===== config.mk =====
export PLATFORM = sky130hd
export DESIGN_NAME = alu_issue_ctrl
export DESIGN_NICKNAME = d
export VERILOG_FILES = /design/src/rtl/alu_issue_ctrl.sv
export SDC_FILE = /design/constraint.sdc
export NUM_CORES = 1
export LEC_CHECK = 0
export ABC_AREA = 1
export BUFFER_PORTS_ARGS = -buffer_cell sky130_fd_sc_hd__clkbuf_2
export CAP_MARGIN = 20
export CORE_ASPECT_RATIO = 1.1
export CORE_UTILIZATION = 45
export DETAILED_ROUTE_END_ITERATION = 6
export PLACE_DENSITY_LB_ADDON = 0.3
export SYNTH_ARGS = -nofsm -noshare
export SYNTH_HDL_FRONTEND = slang
export SYNTH_SLANG_ARGS = --single-unit

===== constraint.sdc =====
create_clock -name clk -period 1.5 [get_ports clk]
set_input_delay 0.15 -clock clk [delete_from_list [all_inputs] [get_ports clk]]
set_output_delay 0.15 -clock clk [all_outputs]
set_load 0.005 [all_outputs]

===== src/rtl/alu_issue_ctrl.sv =====
// Single-request ALU issue controller: decodes one instruction, drives the
// ALU for one cycle and returns result, zero flag and branch decision.
module alu_issue_ctrl (
    input  logic        clk,
    input  logic        rst_n,
    input  logic        req_valid,
    output logic        req_ready,
    input  logic [31:0] req_instr,
    input  logic [31:0] req_rs,
    input  logic [31:0] req_rt,
    output logic [31:0] alu_in1,
    output logic [31:0] alu_in2,
    output logic [3:0]  alu_ctrl,
    input  logic [31:0] alu_out,
    input  logic        alu_zero,
    output logic        rsp_valid,
    input  logic        rsp_ready,
    output logic [31:0] rsp_result,
    output logic        rsp_zero,
    output logic        rsp_br_taken,
    output logic        rsp_illegal
);

    typedef enum logic [1:0] {IDLE, ISSUE, RESP} state_t;
    typedef enum logic [1:0] {BR_NONE, BR_EQ, BR_NE} br_t;

    localparam logic [3:0] C_AND = 4'b0000;
    localparam logic [3:0] C_OR  = 4'b0001;
    localparam logic [3:0] C_ADD = 4'b0010;
    localparam logic [3:0] C_SUB = 4'b0110;
    localparam logic [3:0] C_SLT = 4'b0111;
    localparam logic [3:0] C_NOR = 4'b1100;

    state_t state, state_nxt;
    br_t    kind;

    logic [5:0]  opcode;
    logic [5:0]  funct;
    logic [31:0] imm_sx;
    logic [31:0] imm_zx;
    logic        dec_legal;
    logic [3:0]  dec_ctrl;
    logic [31:0] dec_in2;
    br_t         dec_kind;
    logic        hs;
    logic        unused_instr;

    assign opcode       = req_instr[31:26];
    assign funct        = req_instr[5:0];
    assign imm_sx       = {{16{req_instr[15]}}, req_instr[15:0]};
    assign imm_zx       = {16'h0000, req_instr[15:0]};
    assign unused_instr = ^req_instr[25:16];

    assign req_ready = (state == IDLE);
    assign rsp_valid = (state == RESP);
    assign hs        = req_valid & req_ready;

    always_comb begin
        dec_legal = 1'b1;
        dec_ctrl  = C_AND;
        dec_in2   = req_rt;
        dec_kind  = BR_NONE;
        case (opcode)
            6'h00: begin
                case (funct)
                    6'h20, 6'h21: dec_ctrl = C_ADD;
                    6'h22, 6'h23: dec_ctrl = C_SUB;
                    6'h24:        dec_ctrl = C_AND;
                    6'h25:        dec_ctrl = C_OR;
                    6'h27:        dec_ctrl = C_NOR;
                    6'h2A:        dec_ctrl = C_SLT;
                    default:      dec_legal = 1'b0;
                endcase
            end
            6'h08, 6'h09, 6'h23, 6'h2B: begin
                dec_ctrl = C_ADD;
                dec_in2  = imm_sx;
            end
            6'h0A: begin
                dec_ctrl = C_SLT;
                dec_in2  = imm_sx;
            end
            6'h0C: begin
                dec_ctrl = C_AND;
                dec_in2  = imm_zx;
            end
            6'h0D: begin
                dec_ctrl = C_OR;
                dec_in2  = imm_zx;
            end
            6'h04: begin
                dec_ctrl = C_SUB;
                dec_kind = BR_EQ;
            end
            6'h05: begin
                dec_ctrl = C_SUB;
                dec_kind = BR_NE;
            end
            default: dec_legal = 1'b0;
        endcase
    end

    always_ff @(posedge clk or negedge rst_n) begin
        if (!rst_n) state <= IDLE;
        else        state <= state_nxt;
    end

    always_comb begin
        state_nxt = state;
        case (state)
            IDLE:    if (hs) state_nxt = dec_legal ? ISSUE : RESP;
            ISSUE:   state_nxt = RESP;
            RESP:    if (rsp_ready) state_nxt = IDLE;
            default: state_nxt = IDLE;
        endcase
    end

    // ALU operand registers self-clear so they are only non-zero in ISSUE
    always_ff @(posedge clk or negedge rst_n) begin
        if (!rst_n) begin
            alu_in1      <= '0;
            alu_in2      <= '0;
            alu_ctrl     <= C_AND;
            kind         <= BR_NONE;
            rsp_result   <= '0;
            rsp_zero     <= 1'b0;
            rsp_br_taken <= 1'b0;
            rsp_illegal  <= 1'b0;
        end else begin
            alu_in1  <= '0;
            alu_in2  <= '0;
            alu_ctrl <= C_AND;
            if (hs) begin
                kind <= dec_legal ? dec_kind : BR_NONE;
                if (dec_legal) begin
                    alu_in1  <= req_rs;
                    alu_in2  <= dec_in2;
                    alu_ctrl <= dec_ctrl;
                end else begin
                    rsp_result   <= '0;
                    rsp_zero     <= 1'b0;
                    rsp_br_taken <= 1'b0;
                    rsp_illegal  <= 1'b1;
                end
            end
            if (state == ISSUE) begin
                rsp_result   <= alu_out;
                rsp_zero     <= alu_zero;
                rsp_br_taken <= (kind == BR_EQ) ? alu_zero :
                                (kind == BR_NE) ? ~alu_zero : 1'b0;
                rsp_illegal  <= 1'b0;
            end
            if (state == RESP && rsp_ready) begin
                rsp_result   <= '0;
                rsp_zero     <= 1'b0;
                rsp_br_taken <= 1'b0;
                rsp_illegal  <= 1'b0;
            end
        end
    end

endmodule


; ---- Yosys cells after proc, flatten, opt, wreduce, memory -nomap -nowiden
; Index checks and enable logic that the tools add are counted.
[classes]
eq_ne = 24
muxes = 33
n_bitwise = 2
n_reduce_logical = 14
[op_table]
columns = op, n
row1 = $mux 32, 8
row2 = $pmux 32 s2, 1
row3 = $eq 6x6->1 const B, 10
row4 = $pmux 4 s5, 2
row5 = $eq 6x4->1 const B, 5
row6 = $mux 1, 13
row7 = $eq 6x3->1 const B, 2
row8 = $reduce_or 9->1, 1
row9 = $mux 2, 4
row10 = $mux 4, 2
row11 = $reduce_or 2->1, 4
row12 = $reduce_or 8->1, 1
row13 = $logic_not 6->1, 1
row14 = $pmux 2 s3, 1
row15 = $reduce_or 5->1, 1
row16 = $eq 2x1->1 const B, 2
row17 = $eq 2x2->1 const B, 2
row18 = $ne 2x1->1 const B, 2
row19 = $pmux 2 s2, 1
row20 = $reduce_and 2->1, 2
row21 = $reduce_or 4->1, 1
row22 = $ne 3x1->1 const B, 1
row23 = $reduce_bool 3->1, 1
row24 = $logic_not 2->1, 1
row25 = 4 further kinds, 4
[totals]
reg_bits = 107
input_bits = 133
output_inout_bits = 105
word_cells = 82

; ---- Depth between registers and ports, before layout
[logic_depth]
depth_word = 8
ltp_mapped = 10

; ---- Worst setup path before layout
; No wires, ideal clock.
[synth_path]
kind = reg2reg
start = register state[0]
end = register rsp_result[19]
setup_time_ps = 118
arrival_time_ps = 1267
required_ps = 1382
setup_slack_ps = 115
stages_incl_launch_ff = 8
n_path_buf = 1
path_cell_list = dfrtp_1 -> nor2_1 -> nand2_1 -> inv_1 -> nand3_4 -> buf_2 -> nand3_1 -> nand2_1
[synth_via]
elab_chain_len = 4
[synth_lines]
columns = item, line_no
row1 = start: declaration, 34  ; state_t state, state_nxt;
row2 = start signal: assignment, 105  ; else state <= state_nxt;
row3 = $logic_not 2->1, 54  ; assign req_ready = (state == IDLE);
row4 = net req_ready, 7  ; output logic req_ready,
row5 = $and 1x1->1, 56  ; assign hs = req_valid & req_ready;
row6 = $reduce_bool 3->1 (no line), --
row7 = $reduce_and 2->1 (no line), --
row8 = end signal: assignment, 147  ; rsp_result <= alu_out;
row9 = end: declaration, 18  ; output logic [31:0] rsp_result,
; The timed path passes the listed nets, and every way through them passes these cells.
; A chain may end at the register's enable or synchronous reset.

; ---- Worst setup path after layout
[layout_path]
start = register state[0]
end = register alu_in2[17]
[layout_via]
elab_chain_len = 3
[layout_lines]
columns = item, line_no
row1 = $logic_not 2->1, 54
row2 = $and 1x1->1, 56
row3 = $mux 32, 133  ; if (hs) begin
row4 = end signal: assignment, 137  ; alu_in2 <= dec_in2;
row5 = end: declaration, 12  ; output logic [31:0] alu_in2,
; Every way passes these cells.

==> metrics.md <==
| Metric | Value |
|---|---|
| Synth Cell Area | `0.004345 sq mm` |
| R2R setup slack | `just over 0.09 ns` |
| Antenna violations before repair | `1` |
| Drt total wl | `13.77 mm` |
| Top delay family on crit path | `buffers and inverters` |
| Final setup fails | `0` |
| Footprint of the multi-input gates | `0.001375 sq mm` |
| Most used cell along the critical path | `nor2_1` |
| Top-count cell post-synth | `dfrtp_1` |
| Worst Skew | `a little over 0.01 ns` |
| Fin util | `73.39%` |
| Synth top area cells | `dfrtp_1 (62%), nand2_1 (8.9%), nor2_1 (6.8%)` |
| Routed vias | `4392` |
| Max incr delay on CP | `0.41 ns` |
| Initial drt markers | `225` |
| Buf+Inv Stages, Crit Path | `3` |
| Syn avg cell area | `between 9 and 10 sq um` |
| Synth Net Count | `591` |
| Sequential-to-total area share from yosys stat | `61.62%` |
| Final hold vios | `0` |
| Peak Freq | `0.7101 GHz` |
| Post-CTS Setup Repair Bufs | `0` |
| Starting Density | `46.47%` |
| Flops & latches, synth | `107` |
| GRT overflow | `0` |
| CTS sink cnt | `107` |
| CP Launch Type | `flop` |
| Vias per cell | `4.875` |
| Sw Share | `26.43%` |
| CP cell instances | `nor2_1, nand2_1, inv_2, buf_4, nand3_4, buf_12, nor2_1` |
| Dpl cells | `796` |
| Clk pin slew, worst setup/hold paths | `between 0.1 and 0.15 ns` |
| Rows | `37` |
| Slew headroom | `74.19%` |
| Die Y | `105.1 microns` |
| I/O pin cnt | `238` |
| Max-slew violation count | `0` |
| Routability cong. | `0.7716` |
| CTS max path bufs | `2` |
| Tmin final | `1.408 ns` |
| Clk network pwr share | `34.6%` |
| CP max stage cell | `dfrtp_1` |
| Non-Filler Instances | `around 900` |
| Max IR drop VDD | `0.0005120 V` |
| H-tree levels | `3` |
| Cell leakage power | `about 0.0040 uW` |
| Worst Tran Pin Value | `0.3871 ns` |
| P_sw | `1655 uW` |
| Root Driver | `clkbuf_8` |
| CP arrival | `roughly 1.7 ns` |
| Router iterations before antenna repair | `5` |
| Final Cycle Share | `93.89%` |
| CTS buffer count | `9` |
| Async set-reset flop share out of synthesis | `100.0%` |
| Hold Crit Class | `primary input to flop` |
| RSZ-0062 raised after global routing | `false` |
| Sequential power share | `48.5%` |
| Hpwl dp | `7.989 mm` |
| Chip Width | `roughly 96 microns` |
| Share of total power in combinational logic | `16.9%` |
| Netlist cell types | `26` |
| Setup Total Neg Slack | `0 ns` |
| Remaining DRCs | `0` |
| Yosys warnings | `0` |
| Top cell type's share of synthesized area | `61.62%` |
| Power, Total | `6262 uW` |
| Sequential Area | `0.002678 sq mm` |
| CORE AREA | `0.009351 sq mm` |
| Crit. End Element | `flop` |
| Data required, critical path | `1.81 ns` |
| Max capacitance violation total | `0` |
| PnR worst setup slack | `0.09171 ns` |
| Outcome | `finished clean` |
| CTS tree | `done` |
| Most frequent cells after synthesis | `dfrtp_1 (107), nand2_1 (103), nor2_1 (79), inv_1 (49), nand3_1 (40)` |
| Crit path kind | `flop to flop` |
| Cell Int Power | `4607 uW` |
| Power Dens Cells | `912.5 mW/mm^2` |
| Number of synthesized flops with an enable pin | `0` |
| DR WL/cell | `15.28 microns` |
| Largest net degree at the start of global routing | `73` |
| Share of cells above drive strength 1 | `37.80%` |
| Routed Antenna Nets | `0` |
| Top_reg_cell synth | `dfrtp_1` |
| Fillcell total | `607` |
| Nets | `between 900 and 1000` |
| Total GRT Usage | `27.72%` |
| Worst-Skew Late Latency | `0.38 ns` |
| Port buffer count | `227` |
| Die area | `between 0.01 and 0.015 sq mm` |
| Crit-path max FO | `12` |
| Worst slack at placement | `-0.04441 ns` |
| Post-synthesis cell count | `458` |
| P&R area growth vs syn | `57.93%` |
| Largest area contributor in the netlist | `dfrtp_1` |
| Vias in the first global route | `~4500` |
| First-pass GRT wire length | `about 21 mm` |
## per-stage QoR
step                      hold WS [ns]  instance area [sq um]
after CTS                    0.0002566                   6860
final                         0.005754                   6863
after global routing          0.001130                   6863
after detailed placement        0.1398                   5720
after floorplan                -0.1456                   4345
after global placement          0.1354                   5720
## worst paths after layout
kind / startpoint / to / cells after the start
min: req_rt[7] / alu_in2[7] / 3
min in group asynchronous: rst_n / rsp_result[22] / 3
max: state[0] / alu_in2[17] / 7
max reg2reg: state[0] / alu_in2[17] / 7
max in group asynchronous: rst_n / alu_in2[31] / 3
min reg2reg: rsp_result[23] / rsp_result[23] / 2
## state kept, by name (all words and copies together), names as in the netlist
signal / count
rsp_illegal: 1
rsp_zero: 1
kind: 2
rsp_result: 32
alu_in2: 32
alu_ctrl: 4
alu_in1: 32
rsp_br_taken: 1
state: 2
## metal layers
layer / track usage (%) / part of all wire, % / vias to the layer above
li1: - / - / 2042
met1: 29.02 / 36 / 2087
met2: 49.08 / 52 / 215
met3: 6.623 / 7.5 / 48
met4: 16.42 / 4.4 / 0
met5: 0 / 0 / -
## repair_timing
item                                    CTS  global route
gates resized for setup                   2             0
endpoints found under the setup margin   35             0
hold buffers                             87             0
endpoints found under the hold margin   186             0
## logic make-up after synthesis
group                  synth area share (%)
flip-flops                            61.62
AND/OR/NAND/NOR                       26.86
AO/OA/AOI/OAI                         4.377
buffers and inverters                 7.141
## layout make-up
type / count / share of cell area, %
tap: 117 / 2.133
antenna: 1 / 0.03646
clock buffer: 9 / 1.805
timing repair buffer: 327 / 32.16
sequential: 107 / 39.02
clock inverter: 7 / 1.860
multi-input combinational: 279 / 20.04
inverter: 54 / 2.954
## power by group through the flow
stage | combinational (uW) | sequential, uW | clock (uW)
after floorplan | 353 | 3100 | 0
after global placement | 818 | 3090 | 0
after detailed placement | 835 | 3090 | 0
after CTS | 1040 | 3030 | 2190
after global routing | 1160 | 3050 | 2310
final | 1060 | 3040 | 2160
## worst reg2reg max path, delay by kind of cell, from the launching register on
family	cells	cell delay (ns)
buf+inv	3	0.51
simple gates	4	0.44
flops	1	0.41
## placed cells by master, fill, tap and decap left out
cell / netlist / layout
clkinv_1: 2 / 2
a31oi_1: 1 / 1
nor2_4: 12 / 12
nand3_2: 4 / 4
o21ai_4: 1 / 1
clkbuf_2: 0 / 226
a21oi_2: 10 / 10
nand2_2: 3 / 3
o21ai_1: 1 / 1
nand3_4: 2 / 3
clkinvlp_4: 0 / 1
clkinv_2: 0 / 1
inv_2: 3 / 4
bufinv_16: 0 / 3
dlygate4sd3_1: 0 / 87
buf_12: 1 / 8
a21oi_1: 8 / 8
nand2_1: 103 / 103
o21ai_0: 4 / 4
o211ai_1: 1 / 1
nand4_1: 5 / 5
inv_1: 49 / 48
o31ai_1: 1 / 1
nor2_1: 79 / 79
diode_2: 0 / 1
clkinv_4: 0 / 1
dfrtp_1: 107 / 107
clkinv_8: 0 / 1
clkbuf_8: 0 / 9
nor2_2: 2 / 2
nand2_4: 1 / 1
nand3_1: 40 / 40
buf_4: 2 / 6
No activity file was read; power rests on OpenSTA's default activity.
